## config.mk

```make
export PLATFORM = sky130hd
export DESIGN_NAME = lfsr_seq_monitor_flat
export DESIGN_NICKNAME = d
export VERILOG_FILES = /design/src/rtl/lfsr_mon_pkg.sv /design/src/rtl/lfsr_seq_monitor_if.sv /design/src/rtl/lfsr_seq_monitor_pattern_window.sv /design/src/rtl/lfsr_seq_monitor.sv /design/src/flat_wrapper.sv
export SDC_FILE = /design/constraint.sdc
export NUM_CORES = 1
export LEC_CHECK = 0
export ABC_AREA = 1
export BUFFER_PORTS_ARGS = -buffer_cell sky130_fd_sc_hd__buf_2
export CORE_UTILIZATION = 55
export CTS_BUF_LIST = sky130_fd_sc_hd__clkbuf_16
export CTS_CLUSTER_SIZE = 25
export DETAILED_ROUTE_END_ITERATION = 12
export PLACE_DENSITY = 0.85
export SYNTH_ARGS = -nofsm -noshare
export SYNTH_HDL_FRONTEND = slang
export SYNTH_SLANG_ARGS = --single-unit
```

## constraint.sdc

```tcl
create_clock -name clk -period 5.2 [get_ports clk]
set_input_delay 0 -clock clk [delete_from_list [all_inputs] [get_ports clk]]
set_output_delay 0 -clock clk [all_outputs]
set_load 0.01 [all_outputs]
```

## src/rtl/lfsr_mon_pkg.sv

```systemverilog
// Shared types and defaults for the LFSR pattern monitor.
// Holds the FSM state encoding, the default pattern and the state decoder.
package lfsr_mon_pkg;

  typedef enum logic [1:0] {
    ST_IDLE  = 2'd0,
    ST_FILL  = 2'd1,
    ST_COUNT = 2'd2
  } state_e;

  localparam int                   DEF_PAT_W   = 4;
  localparam logic [DEF_PAT_W-1:0] DEF_PATTERN = 4'b1011;
  localparam int                   DEF_CNT_W   = 11;

  // The unused encoding 2'd3 falls back to IDLE so a corrupted state re-aligns on the next tick.
  function automatic state_e decode_state(input logic [1:0] raw);
    case (raw)
      2'd1:    return ST_FILL;
      2'd2:    return ST_COUNT;
      default: return ST_IDLE;
    endcase
  endfunction

endpackage

```

## src/rtl/lfsr_seq_monitor_if.sv

```systemverilog
// Stream and result-handshake bundle between the LFSR, the monitor and the result sink.
// The master modport is the LFSR/sink side; the slave modport is the monitor.
interface lfsr_seq_monitor_if
  import lfsr_mon_pkg::*;
#(
  parameter int CNT_W = DEF_CNT_W
);

  logic             sh_en;
  logic             bit_in;
  logic             period_tick;
  logic             result_ready;
  logic             seq_detected;
  logic [CNT_W-1:0] match_count;
  logic [CNT_W-1:0] result_count;
  logic             result_valid;
  logic             overrun;
  logic             saturated;

  modport master (
    output sh_en, bit_in, period_tick, result_ready,
    input  seq_detected, match_count, result_count, result_valid, overrun, saturated
  );

  modport slave (
    input  sh_en, bit_in, period_tick, result_ready,
    output seq_detected, match_count, result_count, result_valid, overrun, saturated
  );

endinterface

```

## src/rtl/lfsr_seq_monitor_pattern_window.sv

```systemverilog
// Serial history of the stream plus the pattern comparator.
// Only the PAT_W-1 most recent bits are stored; the newest bit joins them combinationally.
module pattern_window
  import lfsr_mon_pkg::*;
#(
  parameter int               PAT_W   = DEF_PAT_W,
  parameter logic [PAT_W-1:0] PATTERN = DEF_PATTERN
) (
  input  logic clk,
  input  logic rst_n,
  input  logic shift_en_i,
  input  logic detect_en_i,
  input  logic bit_i,
  output logic match_now_o
);

  logic [PAT_W-2:0] hist_q, hist_d;
  logic [PAT_W-1:0] candidate;

  assign candidate   = {hist_q, bit_i};
  assign hist_d      = shift_en_i ? candidate[PAT_W-2:0] : hist_q;
  assign match_now_o = shift_en_i & detect_en_i & (candidate == PATTERN);

  always_ff @(posedge clk or negedge rst_n) begin
    if (!rst_n) begin
      hist_q <= '0;
    end else begin
      hist_q <= hist_d;
    end
  end

endmodule

```

## src/rtl/lfsr_seq_monitor.sv

```systemverilog
// Counts overlapping pattern matches in the LFSR MSB stream per LFSR period and
// publishes each period's count through a one-deep valid/ready result register.
module lfsr_seq_monitor
  import lfsr_mon_pkg::*;
#(
  parameter int               PAT_W   = DEF_PAT_W,
  parameter logic [PAT_W-1:0] PATTERN = DEF_PATTERN,
  parameter int               CNT_W   = DEF_CNT_W
) (
  input  logic                clk,
  input  logic                rst_n,
  lfsr_seq_monitor_if.slave   mon
);

  localparam int               FILL_W    = $clog2(PAT_W) + 1;
  localparam logic [FILL_W-1:0] FILL_LAST = FILL_W'(PAT_W - 2);
  localparam logic [CNT_W-1:0]  CNT_MAX   = '1;

  state_e            state_q, state_d, cur_state;
  logic [FILL_W-1:0] fill_q, fill_d;

  logic              shift_en;
  logic              detect_en;
  logic              match_now;
  logic              close;
  logic              clip;
  logic [CNT_W-1:0]  sum_sat;

  logic [CNT_W-1:0]  match_q, match_d;
  logic [CNT_W-1:0]  result_q, result_d;
  logic              seq_q;
  logic              valid_q, valid_d;
  logic              ovr_q, ovr_d;
  logic              sat_q, sat_d;

  assign cur_state = decode_state(state_q);
  assign shift_en  = mon.sh_en & ((cur_state == ST_FILL) | (cur_state == ST_COUNT));
  assign detect_en = (cur_state == ST_COUNT);
  assign close     = detect_en & mon.sh_en & mon.period_tick;

  pattern_window #(
    .PAT_W   (PAT_W),
    .PATTERN (PATTERN)
  ) u_window (
    .clk         (clk),
    .rst_n       (rst_n),
    .shift_en_i  (shift_en),
    .detect_en_i (detect_en),
    .bit_i       (mon.bit_in),
    .match_now_o (match_now)
  );

  // A match arriving while the counter is already full is the only case that clips.
  assign clip    = match_now & (match_q == CNT_MAX);
  assign sum_sat = clip ? CNT_MAX : (match_q + CNT_W'(match_now));

  always_comb begin
    state_d = cur_state;
    fill_d  = fill_q;
    case (cur_state)
      ST_IDLE: begin
        if (mon.sh_en && mon.period_tick) begin
          state_d = ST_FILL;
          fill_d  = '0;
        end
      end
      ST_FILL: begin
        if (mon.sh_en) begin
          fill_d = fill_q + FILL_W'(1);
          if (fill_q == FILL_LAST) begin
            state_d = ST_COUNT;
          end
        end
      end
      ST_COUNT: begin
        state_d = ST_COUNT;
      end
      default: begin
        state_d = ST_IDLE;
      end
    endcase
  end

  // A close takes priority over a transfer: the fresh result is loaded either way,
  // and overrun only flags a result that the sink never took.
  always_comb begin
    match_d  = match_q;
    sat_d    = sat_q;
    result_d = result_q;
    valid_d  = valid_q;
    ovr_d    = ovr_q;
    if (close) begin
      result_d = sum_sat;
      match_d  = '0;
      sat_d    = clip;
      valid_d  = 1'b1;
      if (valid_q && !mon.result_ready) begin
        ovr_d = 1'b1;
      end
    end else begin
      if (detect_en && mon.sh_en) begin
        match_d = sum_sat;
        if (sum_sat == CNT_MAX) begin
          sat_d = 1'b1;
        end
      end
      if (valid_q && mon.result_ready) begin
        valid_d = 1'b0;
      end
    end
  end

  always_ff @(posedge clk or negedge rst_n) begin
    if (!rst_n) begin
      state_q  <= ST_IDLE;
      fill_q   <= '0;
      match_q  <= '0;
      result_q <= '0;
      seq_q    <= 1'b0;
      valid_q  <= 1'b0;
      ovr_q    <= 1'b0;
      sat_q    <= 1'b0;
    end else begin
      state_q  <= state_d;
      fill_q   <= fill_d;
      match_q  <= match_d;
      result_q <= result_d;
      seq_q    <= match_now;
      valid_q  <= valid_d;
      ovr_q    <= ovr_d;
      sat_q    <= sat_d;
    end
  end

  assign mon.seq_detected = seq_q;
  assign mon.match_count  = match_q;
  assign mon.result_count = result_q;
  assign mon.result_valid = valid_q;
  assign mon.overrun      = ovr_q;
  assign mon.saturated    = sat_q;

endmodule

```

## src/flat_wrapper.sv

```systemverilog
// flat-port wrapper written by rule: the top's interface ports become plain ports
module lfsr_seq_monitor_flat import lfsr_mon_pkg::*;
#(
  parameter int               PAT_W   = DEF_PAT_W,
  parameter logic [PAT_W-1:0] PATTERN = DEF_PATTERN,
  parameter int               CNT_W   = DEF_CNT_W
)
  (clk, rst_n, mon_sh_en, mon_bit_in, mon_period_tick, mon_result_ready, mon_seq_detected, mon_match_count, mon_result_count, mon_result_valid, mon_overrun, mon_saturated);
  lfsr_seq_monitor_if #(.CNT_W(CNT_W)) mon_i ();
  input  logic clk;
  input  logic rst_n;
  input wire logic [$bits(mon_i.sh_en)-1:0] mon_sh_en;
  input wire logic [$bits(mon_i.bit_in)-1:0] mon_bit_in;
  input wire logic [$bits(mon_i.period_tick)-1:0] mon_period_tick;
  input wire logic [$bits(mon_i.result_ready)-1:0] mon_result_ready;
  output wire logic [$bits(mon_i.seq_detected)-1:0] mon_seq_detected;
  output wire logic [$bits(mon_i.match_count)-1:0] mon_match_count;
  output wire logic [$bits(mon_i.result_count)-1:0] mon_result_count;
  output wire logic [$bits(mon_i.result_valid)-1:0] mon_result_valid;
  output wire logic [$bits(mon_i.overrun)-1:0] mon_overrun;
  output wire logic [$bits(mon_i.saturated)-1:0] mon_saturated;
  assign mon_i.sh_en = mon_sh_en;
  assign mon_i.bit_in = mon_bit_in;
  assign mon_i.period_tick = mon_period_tick;
  assign mon_i.result_ready = mon_result_ready;
  assign mon_seq_detected = mon_i.seq_detected;
  assign mon_match_count = mon_i.match_count;
  assign mon_result_count = mon_i.result_count;
  assign mon_result_valid = mon_i.result_valid;
  assign mon_overrun = mon_i.overrun;
  assign mon_saturated = mon_i.saturated;
  lfsr_seq_monitor #(.PAT_W(PAT_W), .PATTERN(PATTERN), .CNT_W(CNT_W)) u_core (.clk(clk), .rst_n(rst_n), .mon(mon_i));
endmodule
```

==> After elaboration in Yosys (flattened, before gate mapping) <==
Cells that the tools add are included.
{ "op_classes": {"addsub": 2, "eq_ne": 10, "n_mux": 16, "bitwise_logic": 7, "reduce_logical": 13} }
{ "ops": {"columns": ["operator", "n"], "rows": [
  ["two-way mux 11 bit", 3],
  ["equality test 11 bit (second input constant)", 2],
  ["adder 11 x 1 -> 11 bit", 1],
  ["nonzero test 2 bit", 4],
  ["bitwise AND 1 bit", 6],
  ["two-way mux 2 bit", 3],
  ["two-way mux 3 bit", 2],
  ["one-hot mux 2 bit (3 select lines)", 1],
  ["one-hot mux 3 bit (2 select lines)", 1],
  ["two-way mux 1 bit", 5],
  ["equality test 2 x 1 -> 1 bit (second input constant)", 2],
  ["equality test 2 bit (second input constant)", 2],
  ["equality test 4 bit (second input constant)", 1],
  ["logical AND 1 bit", 4],
  ["one-hot mux 2 bit (2 select lines)", 1],
  ["AND reduction 2 bit", 2],
  ["adder 3 x 1 -> 3 bit (second input constant)", 1],
  ["equality test 3 x 2 -> 1 bit (second input constant)", 1],
  ["AND reduction 3 bit", 1],
  ["logical NOT 2 bit", 1],
  ["!= test 2 x 1 -> 1 bit (second input constant)", 1],
  ["!= test 2 bit (second input constant)", 1],
  ["logical NOT 1 bit", 1],
  ["OR 1 bit", 1]
]} }
{ "totals": {"regBits": 34, "inputBits": 6, "output_inout_bits": 26} }

==> Logic depth before layout (Yosys ltp) <==
Gate-level depths: netlist (run 1).
{ "depth": {"depth_word": 13, "mapped_depth": 16} }

==> Hierarchy <==
A second synthesis (run 1) with hierarchy kept.
{ "unflattened": {"hier_cells": 235, "area_unflattened_um2": 1800.5} }
{ "by_module_without_submodules": {"columns": ["mod", "instances", "cells_per_inst", "area_per_inst_um2", "seq_area_each_um2"], "rows": [
  ["lfsr_seq_monitor", 1, 218, 1666.6, 775.7],
  ["pattern_window", 1, 17, 133.9, 75.1]
]} }

==> Worst setup path after synthesis (run 1) <==
No wires, ideal clock.
{ "synth_path": {"path_type": "register -> register", "startpoint": "reg u_core.state_q[0]", "endpoint": "reg u_core.sat_q, in the netlist u_core.mon.saturated", "setup_ps": 120, "t_arrival_ps": 1930, "t_required_ps": 5080, "slack_ps": 3151, "path_stages_with_launch": 16, "n_path_buf": 0, "period_less_slack_ps": 2049, "cell_sequence": "dfrtp_1 > inv_1 > ha_1 > nand2_2 > nor2_4 > ha_1 > ha_1 > nand3_1 > inv_1 > nand4_1 > nand2_1 > nand2_1 > nor2_1 > nor2_1 > nand2_1 > a21oi_2"} }
{ "synth_via": {"elab_chain_cells": 12, "word_cells_on_any_way": 20, "classes_between": "add/sub (1); eq/ne (5); mux (3); bitwise (7); reduce/logical (4)"} }
{ "synth_rtl": {"columns": ["item", "line", "source"], "rows": [
  ["from (decl)", "lfsr_seq_monitor.sv:19", "state_e state_q, state_d, cur_state;"],
  ["from (signal assigned)", "lfsr_seq_monitor.sv:124", "state_q <= state_d;"],
  ["equality test 2 bit / equality test 2 x 1 -> 1 bit (equally long branches)", "lfsr_mon_pkg.sv:17", "case (raw)"],
  ["one-hot mux 2 bit (2 select lines) (*)", "lfsr_mon_pkg.sv:17", null],
  ["equality test 2 x 1 -> 1 bit / equality test 2 bit (equally long branches)", "lfsr_seq_monitor.sv:37, lfsr_seq_monitor.sv:38", null],
  ["OR 1 bit", "lfsr_seq_monitor.sv:37", "assign shift_en = mon.sh_en & ((cur_state == ST_FILL) | (cur_state == ST_COUNT));"],
  ["bitwise AND 1 bit", "lfsr_seq_monitor.sv:37", null],
  ["bitwise AND 1 bit (*) (2 in a row)", "lfsr_seq_monitor_pattern_window.sv:22", "assign match_now_o = shift_en_i & detect_en_i & (candidate == PATTERN);"],
  ["net u_core.match_now", "lfsr_seq_monitor.sv:24", "logic match_now;"],
  ["adder 11 x 1 -> 11 bit / bitwise AND 1 bit (equally long branches)", "lfsr_seq_monitor.sv:55, lfsr_seq_monitor.sv:54", null],
  ["two-way mux 11 bit", "lfsr_seq_monitor.sv:55", "assign sum_sat = clip ? CNT_MAX : (match_q + CNT_W'(match_now));"],
  ["equality test 11 bit", "lfsr_seq_monitor.sv:103", "if (sum_sat == CNT_MAX) begin"],
  ["nonzero test 2 bit (no line)", null, null],
  ["AND reduction 2 bit (no line)", null, null],
  ["to (signal assigned)", "lfsr_seq_monitor.sv:131", "sat_q <= sat_d;"],
  ["to (decl)", "lfsr_seq_monitor.sv:34", "logic sat_q, sat_d;"]
]} }
The timed path passes the listed nets; every way through them passes the cells marked *.
A chain may end at the register's enable or synchronous reset.

==> Worst setup path in the final report (run 1) <==
Ends and elaborated chain as after synthesis.

==> flow_summary.ini, run 1 <==
[global_routing]
antenna_found_initial = 0
grt.overflow.total = 0
grt_pass1_vias = 1475
track_usage_pct = 24.9
grt_first_pass_wirelength_um = 6200
grt_max_degree = 35

[route]
drc = 0
ant_nets = 0
wire_per_inst_um = 12.5
drt_iter0_markers = 35
drt-pass1-iter-count = 4
avgViaCountPerCell = 5.10
drt_wl_total_um = 3720
vias = 1520

[logic_synthesis]
synth_flop_cell = dfrtp_1
yosys_register_bits = 34
ys_top_cells_by_count = 53 x nand2_1, 34 x dfrtp_1, 30 x inv_1
yosysTopAreaCell = dfrtp_1
ys_types = 27
yosysWarnings = 0
ys_async_sr_fraction_pct = 100
syn-num-nets = 230
synth_top_area_share_pct = 48.4
synth.most_common_cell = nand2_1
synth_edf_count = 0
yosysSeqAreaShare_pct = 48.4
syn_inst = 216
synth.avg_cell_area_um2 = 8.14
synth_area_leaders = dfrtp_1 48%, nand2_1 11%, inv_1 6.4%
synth_area_mm2 = 0.00176

[layout]
area_growth_pct = 20.1
ff_latch_area_um2 = 851
multiInputGateArea_um2 = 766
fillers = 274
final_layout_size_suffix_gt1_share_pct = 18.5
n_antenna_cell = 0
fin_nets = 267

[critical_path]
cp_max_fo = 7
ff2ff_setup_slack_ns = 2.84
critPathArrivalTime_ns = 2.58
worstSetupEndpointType = register
r2r_start = u_core.state_q[0]
critPathCapture = u_core.mon.saturated
required_ns = 5.42
path_class = register to register
r2r_end = u_core.mon.saturated
crit_path_start_kind = register
critPathLaunch = u_core.state_q[0]
ff2ff_path_depth = 14

[power]
vdd_ir_drop_max_mv = 0.275
pwr-share-comb_pct = 31.4
power.share.clock_pct = 28.2
power.switching_mw = 0.352
p_per_area_mw_per_mm2 = 464
p_seq_share_pct = 40.4
switching_share_pct = 35.9
power_leakage_nw = 1.13
cell_internal_pwr_mw = 0.629

[clock_tree]
numCtsBuffers = 5
cts_tree = yes
cts_sinks = 34
ctsResizeCount = 0
clock-root-buffer = clkbuf_16
cts_hold_buf = 3
cts.path.max_buffers = 2
htreeDepth = 2
postCtsSetupBuffers = 0
insertion_delay_ns = 0.28
cts.clk_slew.worst_paths_ns = 0.05

[run_status]
outcome = finished, final reports clean

[timing]
relSlewSlack_pct = 52.2
worst_slew_pin_slew_ns = 0.717
period_share_pct = 45.3
setup_tns_ns = 0
setup_ws_ns = 2.84
slew_violations = 0
setup_violations = 0
finalHoldViolCount = 0
max_freq_mhz = 424
rsz0062_at_grt = no
period_needed_ns = 2.36
finClkSkew_ns = 0.00581

[place]
detailed_place_hpwl_um = 2540
place_congestion = 0.859
io_buffer_count = 31
place_ws_ns = 2.92

[floorplanning]
ios = 32
core_area_mm2 = 0.00305
start_util_pct = 57.6
rows = 20
dieArea_mm2 = 0.00343
die_y_um = 58.6
die-width_um = 58.6

[flow_run]
cap_violations = 0

[worst_hold_path]
hold_path_class = input pin to register
[worst max-delay path, stage by stage (launching register included)]
cell and delay [ns]:
dfrtp_1 0.40, inv_1 0.09, ha_1 0.16, nand2_2 0.12, nor2_4 0.16, ha_1 0.20, ha_1 0.20, nand3_1 0.16
nor3_1 0.18, nor2_1 0.10, o21ai_1 0.18, nand2_1 0.08, nor2_1 0.09, nand2_1 0.07, a21oi_2 0.10
[power groups by stage]
stage                     Clock (mW)  Sequential [mW]  Combinational [mW]
final                          0.277            0.396               0.308
after global routing           0.290            0.405               0.352
after CTS                      0.279            0.395               0.308
after detailed placement           0            0.399               0.300
after global placement             0            0.396               0.291
after floorplan                    0            0.409               0.191
[placed cells by master, fill, tap and decap left out, drive strengths merged, types with 3 or more instances in the layout]
| master | instances |
|---|---|
| buf | 31 |
| nor2 | 25 |
| inv | 31 |
| nand2 | 57 |
| dfrtp | 34 |
| xor2 | 3 |
| nand3 | 8 |
| o21ai | 25 |
| clkbuf | 5 |
| o22ai | 7 |
| clkinv | 4 |
| a21oi | 3 |
| dlygate4sd3 | 3 |
| ha | 8 |
[flip-flops by register name, indices dropped and copies added (netlist names)]
name	flops
u_core.mon.match_count	11
u_core.mon.result_count	11
u_core.u_window.hist_q	3
u_core.mon.overrun	1
u_core.fill_q	3
u_core.state_q	2
u_core.mon.seq_detected	1
u_core.mon.result_valid	1
u_core.mon.saturated	1
[layer usage]
metal	GRT usage [%]	share of wire (%)
met5	0	0
met3	5.05	3.6
met1	28.0	43
met2	43.3	50
met4	15.6	2.8
[metrics by stage]
| step | cells | total power [mW] | hold WS, ns | util [%] | cell area (um^2) |
|---|---|---|---|---|---|
| floorplan | 216 | 0.600 | -0.296 | - | 1760 |
| global placement | 287 | 0.687 | 0.0943 | 63.8 | 1950 |
| detailed placement | 287 | 0.699 | 0.0967 | 63.8 | 1950 |
| CTS | 298 | 0.982 | 0.0513 | 69.2 | 2110 |
| global route | 298 | 1.05 | 0.0870 | 69.2 | 2110 |
| finish | 298 | 0.981 | 0.0528 | 69.2 | 2110 |
[worst min-delay path by stage]
stage,startpoint,end,slack (ns),depth (start not counted)
floorplan,rst_n,u_core.fill_q[0],-0.30,0
global placement,rst_n,u_core.mon.overrun,0.09,1
detailed placement,rst_n,u_core.mon.overrun,0.1,1
CTS,mon_period_tick,u_core.state_q[0],0.05,3
global route,mon_period_tick,u_core.state_q[0],0.09,3
finish,mon_period_tick,u_core.state_q[0],0.05,3
[final cells by class]
class,count,area share (%)
Sequential cell,34,40.3
Tap cell,44,2.61
Inverter,32,5.68
Timing Repair Buffer,34,8.76
Clock buffer,5,5.92
Clock inverter,3,0.533
Multi-Input combinational cell,146,36.2
[cells by family after synthesis]
family / count (synthesis) / synth area share (%)
adders and majority gates: 8 / 5.69
and+or+nand+nor: 94 / 22.7
DFF: 34 / 48.4
muxes: 2 / 1.21
buffers and inverters: 36 / 8.11
xor gates and xnor gates: 4 / 1.99
AOI/OAI and AO/OA: 38 / 11.9
Power figures use the tool's default switching activity.
==> inputs of run 2 (changes only) <==
--- a/config.mk
+++ b/config.mk
@@ -5,13 +5,13 @@
 export SDC_FILE = /design/constraint.sdc
 export NUM_CORES = 1
 export LEC_CHECK = 0
-export ABC_AREA = 1
+export ABC_AREA = 0
 export BUFFER_PORTS_ARGS = -buffer_cell sky130_fd_sc_hd__buf_2
-export CORE_UTILIZATION = 55
+export CORE_UTILIZATION = 50
 export CTS_BUF_LIST = sky130_fd_sc_hd__clkbuf_16
 export CTS_CLUSTER_SIZE = 25
 export DETAILED_ROUTE_END_ITERATION = 12
-export PLACE_DENSITY = 0.85
+export PLACE_DENSITY = 0.81
 export SYNTH_ARGS = -nofsm -noshare
 export SYNTH_HDL_FRONTEND = slang
 export SYNTH_SLANG_ARGS = --single-unit
==> constraint.sdc (replaced) <==
create_clock -name clk -period 2 [get_ports clk]
set_input_delay 0 -clock clk [delete_from_list [all_inputs] [get_ports clk]]
set_output_delay 0 -clock clk [all_outputs]
set_load 0.01 [all_outputs]
==> run 2 against run 1 <==
  * The run now ends with negative setup slack left
  * Worst setup slack lost 3.1 ns
  * Combinational power shrank 55%
  * Via count grew 5.4%
  * First-iteration DRC count grew 51%
  * Die area grew 13%
  * Global-route usage shrank 0.74 points
  * Cell count shrank 2.7%
  * Sequential share of layout area shrank 5.0 points
  * Critical path type unchanged
==> flow_summary.ini, run 2 <==
[timing]
worst_slew_pin_slew_ns = 0.751
finalHoldViolCount = 0
max_freq_mhz = 447
relSlewSlack_pct = 49.9
hold_ws_ns = 0.109
setup_tns_ns = -0.324
slew_violations = 0
period_share_pct = 112
finClkSkew_ns = 0.00323
setup_violations = 4
setup_ws_ns = -0.239
period_needed_ns = 2.24
rsz0062_at_grt = yes

[global_routing]
grt_pass1_vias = 1541
grt.overflow.total = 0
track_usage_pct = 24.2
antenna_found_initial = 0
grt_first_pass_wirelength_um = 7130
grt_max_degree = 35

[power]
power_leakage_nw = 1.16
vdd_ir_drop_max_mv = 0.504
p_per_area_mw_per_mm2 = 667

[layout]
final_layout_size_suffix_gt1_share_pct = 34.0
n_antenna_cell = 0
layout_commonest_cell = dfrtp_1
fin_cells = 290
final_cell_mix = 34 x dfrtp_1, 31 x buf_2, 26 x nand2_1, 21 x buf_4, 14 x o21ai_0
fin_nets = 257
area_growth_pct = 32.7
utilization_pct = 70.7

[floorplanning]
dieArea_mm2 = 0.00388
start_util_pct = 53.3
core_area_mm2 = 0.00342
die_y_um = 62.3
die-width_um = 62.3
rows = 21
ios = 32

[critical_path]
ff2ff_setup_slack_ns = -0.24
crit_path_start_kind = register
critPathLaunch = u_core.state_q[1]
r2r_end = u_core.mon.saturated
critPathArrivalTime_ns = 2.43
cp_max_fo = 4
worstSetupEndpointType = register
r2r_start = u_core.state_q[1]
path_class = register to register
ff2ff_path_depth = 9
required_ns = 2.19

[route]
drt_iter0_markers = 53
avgViaCountPerCell = 5.52
wire_per_inst_um = 15.1
drt_wl_total_um = 4380
drt-pass1-iter-count = 4
ant_nets = 0
drc = 0
vias = 1602

[worst_hold_path]
min_from = mon_sh_en
hold_path_class = input pin to register
holdPathStages = 3
holdPathEnd = u_core.state_q[0]

[logic_synthesis]
synth_area_leaders = dfrtp_1 47%, nand2_1 5.6%, ha_1 5.5%
ys_top_cells_by_count = 34 x dfrtp_1, 27 x nand2_1, 19 x o21ai_0
synth_flop_cell = dfrtp_1
synth.avg_cell_area_um2 = 9.52
ys_async_sr_fraction_pct = 100
yosysSeqAreaShare_pct = 46.8
synth_area_mm2 = 0.00182
synth_top_area_share_pct = 46.8
synth.most_common_cell = dfrtp_1
yosys_register_bits = 34
yosysWarnings = 0
syn-num-nets = 205
yosysTopAreaCell = dfrtp_1
ys_types = 40
syn_inst = 191
synth_edf_count = 0

[clock_tree]
htreeDepth = 2
cts.clk_slew.worst_paths_ns = 0.05
insertion_delay_ns = 0.28
numCtsBuffers = 5
clock-root-buffer = clkbuf_16
cts.path.max_buffers = 2
cts_tree = yes
cts_sinks = 34

[place]
io_buffer_count = 31
detailed_place_hpwl_um = 2940
dp_cells = 277
place_congestion = 0.902
place_ws_ns = -0.164

[run_status]
outcome = finished, violations left
violations = negative setup slack

[flow_run]
cap_violations = 0
run 2: cell count changes in the layout (fill, tap and decap cells not counted), sizes merged, moves of 6 or more:
cell,before,now
a31oi,0,7
o21ai,25,19
inv,31,7
a21oi,3,11
nand2,57,27
buf,31,53
nor2,25,13
run 2: logic make-up after synthesis:
family | share of synthesized area (%)
buffers and inverters | 4.88
AO/OA/AOI/OAI | 16.8
multiplexers | 2.41
AND/OR/NAND/NOR | 19.8
XOR/XNOR | 3.85
adder cells (fa/ha/maj) | 5.50
flip-flops | 46.8
run 2: report_power, final:
group | switching, mW | total [mW] | internal [mW]
sequential | 0.0173 | 0.739 | 0.722
clock | 0.282 | 0.732 | 0.449
combinational | 0.0791 | 0.140 | 0.0606
run 2: layer usage:
layer	part of all wire [%]	wire, um	global-route usage, %
met1	44	1930	30.6
met2	49	2150	38.9
met3	5.3	231	6.25
met4	1.6	71	11.0
met5	0	0	0
run 2: cell type report:
class,count,area [um^2]
Clock inverter,3,12.5
Timing Repair Buffer,56,354
Fill cell,252,1000
Clock buffer,5,125
Tap cell,46,57.6
Sequential cell,34,851
Multi-Input combinational cell,140,992
Inverter,6,22.5
run 2: through the flow:
stage	area, um^2	total power [mW]
2_1_floorplan	1860	0.819
3_3_place_gp	2150	0.882
3_5_place_dp	2150	0.886
4_1_cts	2320	1.62
5_1_grt	2410	1.67
6_report	2410	1.61
run 2: critical path, cell delays in order (launching register included):
cell and delay [ns]:
dfrtp_1 0.41, ha_4 0.17, and2_4 0.15, and2_4 0.14, ha_4 0.17, and4_4 0.18, and3_1 0.16, a21o_1 0.17
or3b_1 0.40, o31ai_1 0.20
run 2: worst max-delay path by stage:
| stage | to | slack, ns | cells past startpoint |
|---|---|---|---|
| floorplan | u_core.mon.saturated | -0.16 | 12 |
| global placement | u_core.mon.saturated | -0.1 | 9 |
| detailed placement | u_core.mon.saturated | -0.16 | 10 |
| CTS | u_core.mon.saturated | -0.18 | 10 |
| global route | u_core.mon.saturated | -0.31 | 10 |
| finish | u_core.mon.saturated | -0.24 | 9 |
run 2: timing repair:
action                                  CTS  global route
setup buffers                             0             2
endpoints found under the setup margin    8            13
hold buffers                              3             0
cloned                                    0             0
pin swaps                                 0             5
endpoints found under the hold margin    37             0
resized for setup                         1            21
